`config.mk`:
```
export PLATFORM = sky130hd
export DESIGN_NAME = dmem_bus_if_flat
export DESIGN_NICKNAME = d
export VERILOG_FILES = /design/src/rtl/dmem_bus_pkg.sv /design/src/rtl/dmem_bus_if_if.sv /design/src/rtl/dmem_load_ext.sv /design/src/rtl/dmem_bus_if.sv /design/src/flat_wrapper.sv
export SDC_FILE = /design/constraint.sdc
export NUM_CORES = 1
export LEC_CHECK = 0
export ABC_CLOCK_PERIOD_IN_PS = 2200
export BUFFER_PORTS_ARGS = -buffer_cell sky130_fd_sc_hd__buf_2
export CAP_MARGIN = 30
export CORE_ASPECT_RATIO = 0.5
export CORE_UTILIZATION = 40
export CTS_CLUSTER_SIZE = 28
export DETAILED_ROUTE_END_ITERATION = 7
export PLACE_DENSITY = 0.7
export SLEW_MARGIN = 20
export SYNTH_ARGS = -nofsm -noshare
export SYNTH_HDL_FRONTEND = slang
export SYNTH_HIERARCHICAL = 1
export SYNTH_SLANG_ARGS = --single-unit
```
`constraint.sdc`:
```
create_clock -name clk -period 2.2 [get_ports clk]
set_input_delay 0.33 -clock clk [delete_from_list [all_inputs] [get_ports clk]]
set_output_delay 0.33 -clock clk [all_outputs]
set_load 0.01 [all_outputs]
```
`src/rtl/dmem_bus_pkg.sv`:
```
// Shared types and constants for the data-memory bus unit.
package dmem_bus_pkg;

  typedef enum logic [1:0] {
    ST_IDLE = 2'b00,
    ST_BUS  = 2'b01,
    ST_DONE = 2'b10
  } state_t;

  // Access size codes, shared by the request port and the bus SIZE lines.
  localparam logic [1:0] SZ_WORD = 2'b00;
  localparam logic [1:0] SZ_HALF = 2'b01;
  localparam logic [1:0] SZ_BYTE = 2'b10;

  localparam int DEFAULT_TIMEOUT = 256;

  // Halfwords need an even address, words a 4-byte-aligned one; any size
  // code that is neither half nor byte is checked as a word.
  function automatic logic is_misaligned(input logic [1:0] size, input logic [1:0] addr_lo);
    if (size == SZ_BYTE)
      return 1'b0;
    else if (size == SZ_HALF)
      return addr_lo[0];
    else
      return addr_lo != 2'b00;
  endfunction

endpackage

```
`src/rtl/dmem_bus_if_if.sv`:
```
// Request/response handshake plus external data-bus signals of the unit.
interface dmem_bus_if_if #(
  parameter int BIT_WIDTH = 32
);
  // MEM-stage request
  logic                 req_valid;
  logic                 req_ready;
  logic                 req_write;
  logic [1:0]           req_size;
  logic                 req_signed;
  logic [BIT_WIDTH-1:0] req_addr;
  logic [BIT_WIDTH-1:0] req_wdata;
  logic [4:0]           req_rd;
  // completion
  logic                 resp_valid;
  logic [BIT_WIDTH-1:0] resp_rdata;
  logic [4:0]           resp_rd;
  logic                 resp_err;
  logic                 stall;
  // external data bus
  logic [BIT_WIDTH-1:0] DAD;
  logic                 MREQ;
  logic                 WRITE;
  logic [1:0]           SIZE;
  logic [BIT_WIDTH-1:0] DDT_o;
  logic                 DDT_oe;
  logic [BIT_WIDTH-1:0] DDT_i;
  logic                 ACKD_n;

  // pipeline + memory side
  modport master (
    output req_valid, req_write, req_size, req_signed, req_addr, req_wdata, req_rd,
    output DDT_i, ACKD_n,
    input  req_ready, resp_valid, resp_rdata, resp_rd, resp_err, stall,
    input  DAD, MREQ, WRITE, SIZE, DDT_o, DDT_oe
  );

  // bus interface unit side
  modport slave (
    input  req_valid, req_write, req_size, req_signed, req_addr, req_wdata, req_rd,
    input  DDT_i, ACKD_n,
    output req_ready, resp_valid, resp_rdata, resp_rd, resp_err, stall,
    output DAD, MREQ, WRITE, SIZE, DDT_o, DDT_oe
  );
endinterface

```
`src/rtl/dmem_load_ext.sv`:
```
// Size/sign extension of right-justified load data.
import dmem_bus_pkg::*;

module dmem_load_ext #(
  parameter int BIT_WIDTH = 32
) (
  input  logic [1:0]           size,
  input  logic                 sign,
  input  logic [BIT_WIDTH-1:0] raw,
  output logic [BIT_WIDTH-1:0] ext
);

  // Replicate the top bit of the accessed lane when signed, else zero-fill.
  always_comb begin
    ext = raw;
    if (size == SZ_BYTE)
      ext = {{(BIT_WIDTH-8){sign & raw[7]}}, raw[7:0]};
    else if (size == SZ_HALF)
      ext = {{(BIT_WIDTH-16){sign & raw[15]}}, raw[15:0]};
  end

endmodule

```
`src/rtl/dmem_bus_if.sv`:
```
// Data-memory bus interface unit: one outstanding access, IDLE -> BUS -> DONE.
import dmem_bus_pkg::*;

module dmem_bus_if #(
  parameter int BIT_WIDTH = 32,
  parameter int TIMEOUT   = DEFAULT_TIMEOUT
) (
  input logic          clk,
  input logic          rst,
  dmem_bus_if_if.slave bus
);

  localparam int CNT_W = (TIMEOUT > 2) ? $clog2(TIMEOUT) : 1;
  localparam logic [CNT_W-1:0] CNT_LAST = CNT_W'(TIMEOUT - 1);

  state_t               state_reg, state_next;
  logic [BIT_WIDTH-1:0] addr_reg, wdata_reg, rdata_reg;
  logic [1:0]           size_reg;
  logic                 write_reg, signed_reg, err_reg;
  logic [4:0]           rd_reg;
  logic [CNT_W-1:0]     cnt_reg;
  logic [BIT_WIDTH-1:0] wdata_fmt;
  logic [BIT_WIDTH-1:0] ext_data;
  logic                 misaligned;
  logic                 timeout_hit;

  assign misaligned  = is_misaligned(bus.req_size, bus.req_addr[1:0]);
  assign timeout_hit = (cnt_reg == CNT_LAST);

  // Store data is right-justified to the access size at accept time.
  always_comb begin
    wdata_fmt = bus.req_wdata;
    if (bus.req_size == SZ_BYTE)
      wdata_fmt = {{(BIT_WIDTH-8){1'b0}}, bus.req_wdata[7:0]};
    else if (bus.req_size == SZ_HALF)
      wdata_fmt = {{(BIT_WIDTH-16){1'b0}}, bus.req_wdata[15:0]};
  end

  // State register.
  always_ff @(posedge clk) begin
    if (rst) state_reg <= ST_IDLE;
    else     state_reg <= state_next;
  end

  // Next state; an ack on the last wait cycle wins over the timeout.
  always_comb begin
    state_next = state_reg;
    case (state_reg)
      ST_IDLE: if (bus.req_valid) state_next = misaligned ? ST_DONE : ST_BUS;
      ST_BUS:  if (!bus.ACKD_n || timeout_hit) state_next = ST_DONE;
      ST_DONE: state_next = ST_IDLE;
      default: state_next = ST_IDLE;
    endcase
  end

  // Request latch, wait counter and load-data capture.
  always_ff @(posedge clk) begin
    if (rst) begin
      addr_reg   <= '0;
      wdata_reg  <= '0;
      rdata_reg  <= '0;
      size_reg   <= SZ_WORD;
      write_reg  <= 1'b0;
      signed_reg <= 1'b0;
      err_reg    <= 1'b0;
      rd_reg     <= '0;
      cnt_reg    <= '0;
    end else begin
      case (state_reg)
        ST_IDLE: if (bus.req_valid) begin
          addr_reg   <= bus.req_addr;
          wdata_reg  <= wdata_fmt;
          size_reg   <= bus.req_size;
          write_reg  <= bus.req_write;
          signed_reg <= bus.req_signed;
          rd_reg     <= bus.req_rd;
          err_reg    <= misaligned;
          rdata_reg  <= '0;
          cnt_reg    <= '0;
        end
        ST_BUS: begin
          if (!bus.ACKD_n) begin
            rdata_reg <= write_reg ? '0 : bus.DDT_i;
          end else if (timeout_hit) begin
            err_reg   <= 1'b1;
            rdata_reg <= '0;
          end else begin
            cnt_reg <= cnt_reg + 1'b1;
          end
        end
        default: ;
      endcase
    end
  end

  dmem_load_ext #(.BIT_WIDTH(BIT_WIDTH)) u_load_ext (
    .size (size_reg),
    .sign (signed_reg),
    .raw  (rdata_reg),
    .ext  (ext_data)
  );

  assign bus.req_ready  = (state_reg == ST_IDLE);
  assign bus.stall      = (bus.req_valid & ~bus.req_ready) | (state_reg != ST_IDLE);
  assign bus.resp_valid = (state_reg == ST_DONE);
  assign bus.resp_err   = (state_reg == ST_DONE) & err_reg;
  assign bus.resp_rdata = ext_data;
  assign bus.resp_rd    = rd_reg;
  assign bus.MREQ       = (state_reg == ST_BUS);
  assign bus.DAD        = addr_reg;
  assign bus.WRITE      = write_reg;
  assign bus.SIZE       = size_reg;
  assign bus.DDT_o      = wdata_reg;
  assign bus.DDT_oe     = (state_reg == ST_BUS) & write_reg;

endmodule

```
`src/flat_wrapper.sv`:
```
// flat-port wrapper written by rule: the top's interface ports become plain ports
module dmem_bus_if_flat 
#(
  parameter int BIT_WIDTH = 32,
  parameter int TIMEOUT   = DEFAULT_TIMEOUT
)
  (clk, rst, bus_req_valid, bus_req_write, bus_req_size, bus_req_signed, bus_req_addr, bus_req_wdata, bus_req_rd, bus_DDT_i, bus_ACKD_n, bus_req_ready, bus_resp_valid, bus_resp_rdata, bus_resp_rd, bus_resp_err, bus_stall, bus_DAD, bus_MREQ, bus_WRITE, bus_SIZE, bus_DDT_o, bus_DDT_oe);
  dmem_bus_if_if #(.BIT_WIDTH(BIT_WIDTH)) bus_i ();
  input logic clk;
  input logic rst;
  input wire logic [$bits(bus_i.req_valid)-1:0] bus_req_valid;
  input wire logic [$bits(bus_i.req_write)-1:0] bus_req_write;
  input wire logic [$bits(bus_i.req_size)-1:0] bus_req_size;
  input wire logic [$bits(bus_i.req_signed)-1:0] bus_req_signed;
  input wire logic [$bits(bus_i.req_addr)-1:0] bus_req_addr;
  input wire logic [$bits(bus_i.req_wdata)-1:0] bus_req_wdata;
  input wire logic [$bits(bus_i.req_rd)-1:0] bus_req_rd;
  input wire logic [$bits(bus_i.DDT_i)-1:0] bus_DDT_i;
  input wire logic [$bits(bus_i.ACKD_n)-1:0] bus_ACKD_n;
  output wire logic [$bits(bus_i.req_ready)-1:0] bus_req_ready;
  output wire logic [$bits(bus_i.resp_valid)-1:0] bus_resp_valid;
  output wire logic [$bits(bus_i.resp_rdata)-1:0] bus_resp_rdata;
  output wire logic [$bits(bus_i.resp_rd)-1:0] bus_resp_rd;
  output wire logic [$bits(bus_i.resp_err)-1:0] bus_resp_err;
  output wire logic [$bits(bus_i.stall)-1:0] bus_stall;
  output wire logic [$bits(bus_i.DAD)-1:0] bus_DAD;
  output wire logic [$bits(bus_i.MREQ)-1:0] bus_MREQ;
  output wire logic [$bits(bus_i.WRITE)-1:0] bus_WRITE;
  output wire logic [$bits(bus_i.SIZE)-1:0] bus_SIZE;
  output wire logic [$bits(bus_i.DDT_o)-1:0] bus_DDT_o;
  output wire logic [$bits(bus_i.DDT_oe)-1:0] bus_DDT_oe;
  assign bus_i.req_valid = bus_req_valid;
  assign bus_i.req_write = bus_req_write;
  assign bus_i.req_size = bus_req_size;
  assign bus_i.req_signed = bus_req_signed;
  assign bus_i.req_addr = bus_req_addr;
  assign bus_i.req_wdata = bus_req_wdata;
  assign bus_i.req_rd = bus_req_rd;
  assign bus_i.DDT_i = bus_DDT_i;
  assign bus_i.ACKD_n = bus_ACKD_n;
  assign bus_req_ready = bus_i.req_ready;
  assign bus_resp_valid = bus_i.resp_valid;
  assign bus_resp_rdata = bus_i.resp_rdata;
  assign bus_resp_rd = bus_i.resp_rd;
  assign bus_resp_err = bus_i.resp_err;
  assign bus_stall = bus_i.stall;
  assign bus_DAD = bus_i.DAD;
  assign bus_MREQ = bus_i.MREQ;
  assign bus_WRITE = bus_i.WRITE;
  assign bus_SIZE = bus_i.SIZE;
  assign bus_DDT_o = bus_i.DDT_o;
  assign bus_DDT_oe = bus_i.DDT_oe;
  dmem_bus_if #(.BIT_WIDTH(BIT_WIDTH), .TIMEOUT(TIMEOUT)) u_core (.clk(clk), .rst(rst), .bus(bus_i));
endmodule
```
* After elaboration in Yosys (flattened, before gate mapping)
Index checks and enable logic that the tools add are counted.
Cells by class: add/sub/neg operators 1, order comparisons 0, reductions and logical operators 11, bitwise logic cells 7, eq/ne operators 13, multiply operators 0, divide/modulo/power cells 0, shifts and indexed selects 0, muxes and demuxes 23
Operators by type and width (count):
- $mux 32 | 8
- $pmux 32 s2 | 1
- $mux 8 | 3
- $pmux 8 s2 | 1
- $add 8x1->8 const B | 1
- $eq 8x8->1 const B | 1
- $reduce_and 4->1 | 2
- $eq 2x1->1 const B | 3
- $eq 2x2->1 const B | 3
- $mux 2 | 3
- $ne 2x2->1 const B | 3
- $reduce_bool 2->1 | 3
- $and 1x1->1 | 5
- $mux 1 | 5
- $ne 2x1->1 const B | 2
- $pmux 2 s2 | 1
- $reduce_and 2->1 | 2
- $ne 3x2->1 const B | 1
- $reduce_and 3->1 | 1
- $logic_not 2->1 | 1
- $pmux 1 s2 | 1
- $logic_not 1->1 | 1
- $logic_or 1x1->1 | 1
- $not 1->1 | 1
- $or 1x1->1 | 1
Word-level totals: bits in registers 116, ROM bits 0, memory bits (writable) 0, memories kept 0, word-level logic and storage cells 65, latch bits 0

* Depth between registers and ports, before layout
word-level depth 6, mapped depth 7, gate-level depth less buffers 5

* Modules after synthesis
Netlist, hierarchy kept.
By module, submodules not included:
- dmem_bus_if | area each 4144.0 sq um, cells an instance 455, instances 1
- dmem_load_ext | area each 385.4 sq um, cells an instance 64, instances 1

* Worst setup path before layout
No wires, ideal clock.
path type flip-flop to flip-flop, from register u_core.cnt_reg[0], to register u_core.rdata_reg[10], path buffers 1, cell stages (with the launch flop) 7, period minus slack after synthesis 1.566 ns, setup time 0.117 ns, setup slack 0.634 ns, data required time 2.083 ns, arrival time 1.450 ns, path through dfxtp_1 > ha_1 > nand4_1 > o21ai_1 > o22ai_1 > buf_2 > a22o_1
On the way: longest elaborated chain between the ends 3
RTL lines:
- from (decl) | line dmem_bus_if.sv:21 | logic [CNT_W-1:0] cnt_reg;
- from (signal assigned) | line dmem_bus_if.sv:88 | cnt_reg <= cnt_reg + 1'b1;
- $eq 8x8->1 | line dmem_bus_if.sv:28 | assign timeout_hit = (cnt_reg == CNT_LAST);
- $ne 3x2->1 (no source line)
- $reduce_and 3->1 (no source line)
- to (signal assigned) | line dmem_bus_if.sv:83 | rdata_reg <= write_reg ? '0 : bus.DDT_i;
- to (decl) | line dmem_bus_if.sv:17 | logic [BIT_WIDTH-1:0] addr_reg, wdata_reg, rdata_reg;
No other way between the ends. A chain may end at the register's enable or synchronous reset.

* Worst setup path after layout
from register u_core.size_reg[0], in the netlist u_core/bus.SIZE[0], to output port bus_resp_rdata[30]
On the way: longest elaborated chain between the ends 3, elaborated cells on any way between the ends 4
RTL lines:
- from (decl) | line dmem_bus_if.sv:18 | logic [1:0] size_reg;
- from (signal assigned) | line dmem_bus_if.sv:73 | size_reg <= bus.req_size;
- $eq 2x1->1 | line dmem_load_ext.sv:18 | else if (size == SZ_HALF)
- $mux 32 | line dmem_load_ext.sv:18
- $mux 32 (*) | line dmem_load_ext.sv:16 | if (size == SZ_BYTE)
- to (decl) | line flat_wrapper.sv:22 | output wire logic [$bits(bus_i.resp_rdata)-1:0] bus_resp_rdata;
Every way passes the cells marked *; elsewhere a longest branch is shown, timed or not.

==> results.txt <==
- Post-synthesis instance area: 4529 µm²
- At the pin with the least slew margin, the transition time is about 0.8 ns.
- Worst VDD drop: 0.5799 mV
- The number of different library cells used by synthesis comes to 45.
* Multi-input logic area: 1877 µm²
* Post-route setup TNS: 0 ns
- Proportion of synthesized chip area in sequential cells: 51.27%
- Pint: 4.052 mW
- Summing all flip-flop and latch instances after layout gives approximately 2300 µm².
- Achievable clock frequency: slightly below 0.5 GHz
* Net total in the final layout: 826
- Sum of overflow across all layers after global routing: 0
* P_leak: between 2 and 3 nW
* FILL cells: 1042
* Proportion of layout cells with a drive suffix above 1: 36.21%
* First-pass GRT wire length: 19.42 mm
* Critical path's top delay family: flip-flops
* Area grow syn2layout: 36.66%
- P_sw: 1.350 mW
* Initial core utilization: 41.13%
* Most Crowded Layer GR: met2
* Final number of setup-violating endpoints: 0
* Warnings from Yosys: 6
* PD cells: 872.9 nW/µm²
* Die outline height: 77.25 µm
- The worst path needs 2.013 ns of the cycle, external delays included.
* Die outline width: roughly 150 µm
- At the worst endpoint, the arrival time is about 1.7 ns.
- Fraction of power spent switching nets: about a quarter
* Headroom to the max-slew limit: 45.58%
* Number of clock sinks: 116
- Max Transition Viols Final: 0
- CTS-repair resized insts: 0
* Routability Congestion: ~0.85
- In the synthesized netlist the async set-or-reset flop fraction comes to 0%.
- Number of enable flip-flop cells after synthesis: 0
* Grt met3 use: ~4.5%
* Number of core rows: 27
- In this design, the stage delay of the slowest critical-path cell is 0.56 ns.
- Among all flip-flop cells after synthesis, the most frequent one is sky130_fd_sc_hd__dfxtp_1.
* CTS root buffer: sky130_fd_sc_hd__clkbuf_16
- In the synthesized netlist, the number of instances is slightly above 500.
- CP Data Required Time: 1.87 ns
* Unrepaired setup endpoints after global routing: false
- The checks that failed: DRC.
- Synthesis produced a netlist with a net count of 629.
* 1st-iter DRT viols: 263
* Number of buffers added by the clock tree synthesis step: 17
- Critical path, cell by cell: nand4b_1, buf_4, o211ai_1, buf_2
- Global routing consumed, on the met2 layer, 33.73% of the routing resources.
- The synthesized design devotes to its leading area cell type 51.27% of total area.
- Result of the run: complete, but fails checks
- For this run, the number of standard cells in the final layout without fillers is a little under 900.
- Remaining antenna violation count: 0
- Full die area: approximately 12000 µm²
* Max capacitance violation total: 0
- sky130_fd_sc_hd__dfxtp_1 is the most common cell in the netlist.
- The first TritonRoute pass finished after 7 iterations.
- Total number of vias: 4304
* CTS tree: yes
- The initial antenna violation count was 0.
- Entering global routing, the biggest net connects 77 pins.
* Slowest cell on crit path: sky130_fd_sc_hd__dfxtp_1
- Clock-pin slew was measured on the worst setup and hold paths at 0.05 ns.
- Most used standard cells in the synthesized netlist: 116 x sky130_fd_sc_hd__dfxtp_1, 113 x sky130_fd_sc_hd__nand2_1, 62 x sky130_fd_sc_hd__a21oi_1
- Routed wire length: 12.08 mm
* Library cell with the largest summed area after synthesis: sky130_fd_sc_hd__dfxtp_1
- On the final layout, the worst clock skew is roughly 0.0084 ns.
- PortBufs: 218
- In the routed layout, each cell is associated on average with a via count of 4.924.
- The final number of hold-violating endpoints was 0.
- Post-Place Cells: 842
* Hold-fix buffer count after cts: 0
- Number of remaining DRC errors: 10
* Combined global-route utilization of all metal layers: roughly 21%
- Crit end category: output port
- Type of the setup path with the least slack: flip-flop to output port
- 0 antenna diodes ended up in the layout.
* Share of power burned in combinational logic: 11.0%
- Top area cells in the synthesized netlist: sky130_fd_sc_hd__dfxtp_1 51%, sky130_fd_sc_hd__nand2_1 9.4%, sky130_fd_sc_hd__a21oi_1 6.9%
- Share of the cycle needed by the critical path after routing: 91.52%
- Kind of path behind the tightest hold check: input pin to flip-flop
- H-tree levels: 4
- Overall power consumption after layout is estimated at 5.403 mW.
- Final routed wire length divided by cell count: 13.82 µm
- The core region is 11010 µm².
- The worst setup path is launched from a flip-flop.
* FF+latch count, synth: roughly 120
- Counting both buffers and inverters, the worst setup path holds a total of 2.
- Bufs on Longest Clock Path: 2
- Number of I/O pins: ~220
* Met1 layer usage reported by global route: 26.32%
* Clock share of power: 47.0%
- After legalization and detailed placement, the total HPWL measured 8.022 mm.
* Number of global-route vias before repair: 3928
- For the worst-skew pair, the clock arrives at the later sink with an insertion delay of 0.40 ns.
- Post-CTS setup buffer count: 0
- Of the total power, registers draw 42.0%.
* Mean instance size in the synthesized netlist: 8.727 µm²
* Maximum fanout count along the critical path: 24
[placed cells by master (no fill, tap or decap), drive strengths merged, types with 2 or more instances in the layout]
master,synthesis,routed
o211ai,16,16
nor2b,4,4
nand4b,2,2
nand2,113,113
dfxtp,116,116
clkbuf,19,22
o22ai,2,2
clkinvlp,0,3
nor2,20,20
inv,27,27
a31oi,4,4
buf,27,224
a22o,33,33
a41oi,2,2
and2,3,3
a21oi,62,62
nand3,13,13
nor3,3,3
clkinv,0,6
a22oi,16,16
nor3b,2,2
o21ai,12,12
and3,2,2
nand2b,4,4
nand4,3,3
[through the flow]
stage          cell area, µm²  hold WS [ns]  utilization, %  setup slack, ns
2_1_floorplan            4529        0.4491               -           0.6336
3_3_place_gp             5620        0.4350           51.03           0.4085
3_5_place_dp             5620        0.4434           51.03           0.3776
4_1_cts                  6167        0.1218           56.00          0.06053
5_1_grt                  6190        0.1263           56.20          0.06600
6_report                 6190        0.1353           56.20           0.1866
[cell families (layout without fill, tap and decap cells)]
family | count (synthesis) | count (layout) | share of synthesized area (%)
compound gates | 153 | 153 | 22.35
mux | 2 | 2 | 0.4696
fa+ha+maj | 1 | 1 | 0.2762
flops | 116 | 116 | 51.27
xor+xnor | 1 | 1 | 0.3592
simple gates | 173 | 173 | 17.15
buf+inv | 73 | 283 | 8.121
[final timing paths]
kind	start	to	slack (ns)	cells after the start
worst min register to register	u_core/bus.DDT_o[5]	u_core/bus.DDT_o[5]	0.45	2
worst max register to register	u_core/cnt_reg[0]	u_core/rdata_reg[8]	0.35	6
worst min-delay path	bus_DDT_i[21]	u_core/rdata_reg[21]	0.14	2
worst max-delay path	u_core/bus.SIZE[0]	bus_resp_rdata[30]	0.19	4
[cell type report]
class,instances,area share [%]
clock inverter,10,1.334
inverter,27,1.637
sequential,116,37.52
timing repair buffer,224,18.76
tap,145,2.931
multi-input combinational,330,30.32
clock buffer,22,7.499
[metal layers]
layer	vias up	wire length (µm)
li1	2176	-
met1	1985	5525
met2	127	5785
met3	16	601
met4	0	162
met5	-	0
[power by group through the flow]
stage / clock (mW) / combinational [mW] / sequential, mW
final: 2.54 / 0.593 / 2.27
after global routing: 2.70 / 0.657 / 2.28
after CTS: 2.59 / 0.597 / 2.27
after detailed placement: 0 / 0.594 / 2.31
after global placement: 0 / 0.585 / 2.31
after floorplan: 0 / 0.300 / 2.34
Note: power is estimated with default switching activity, not from simulation.
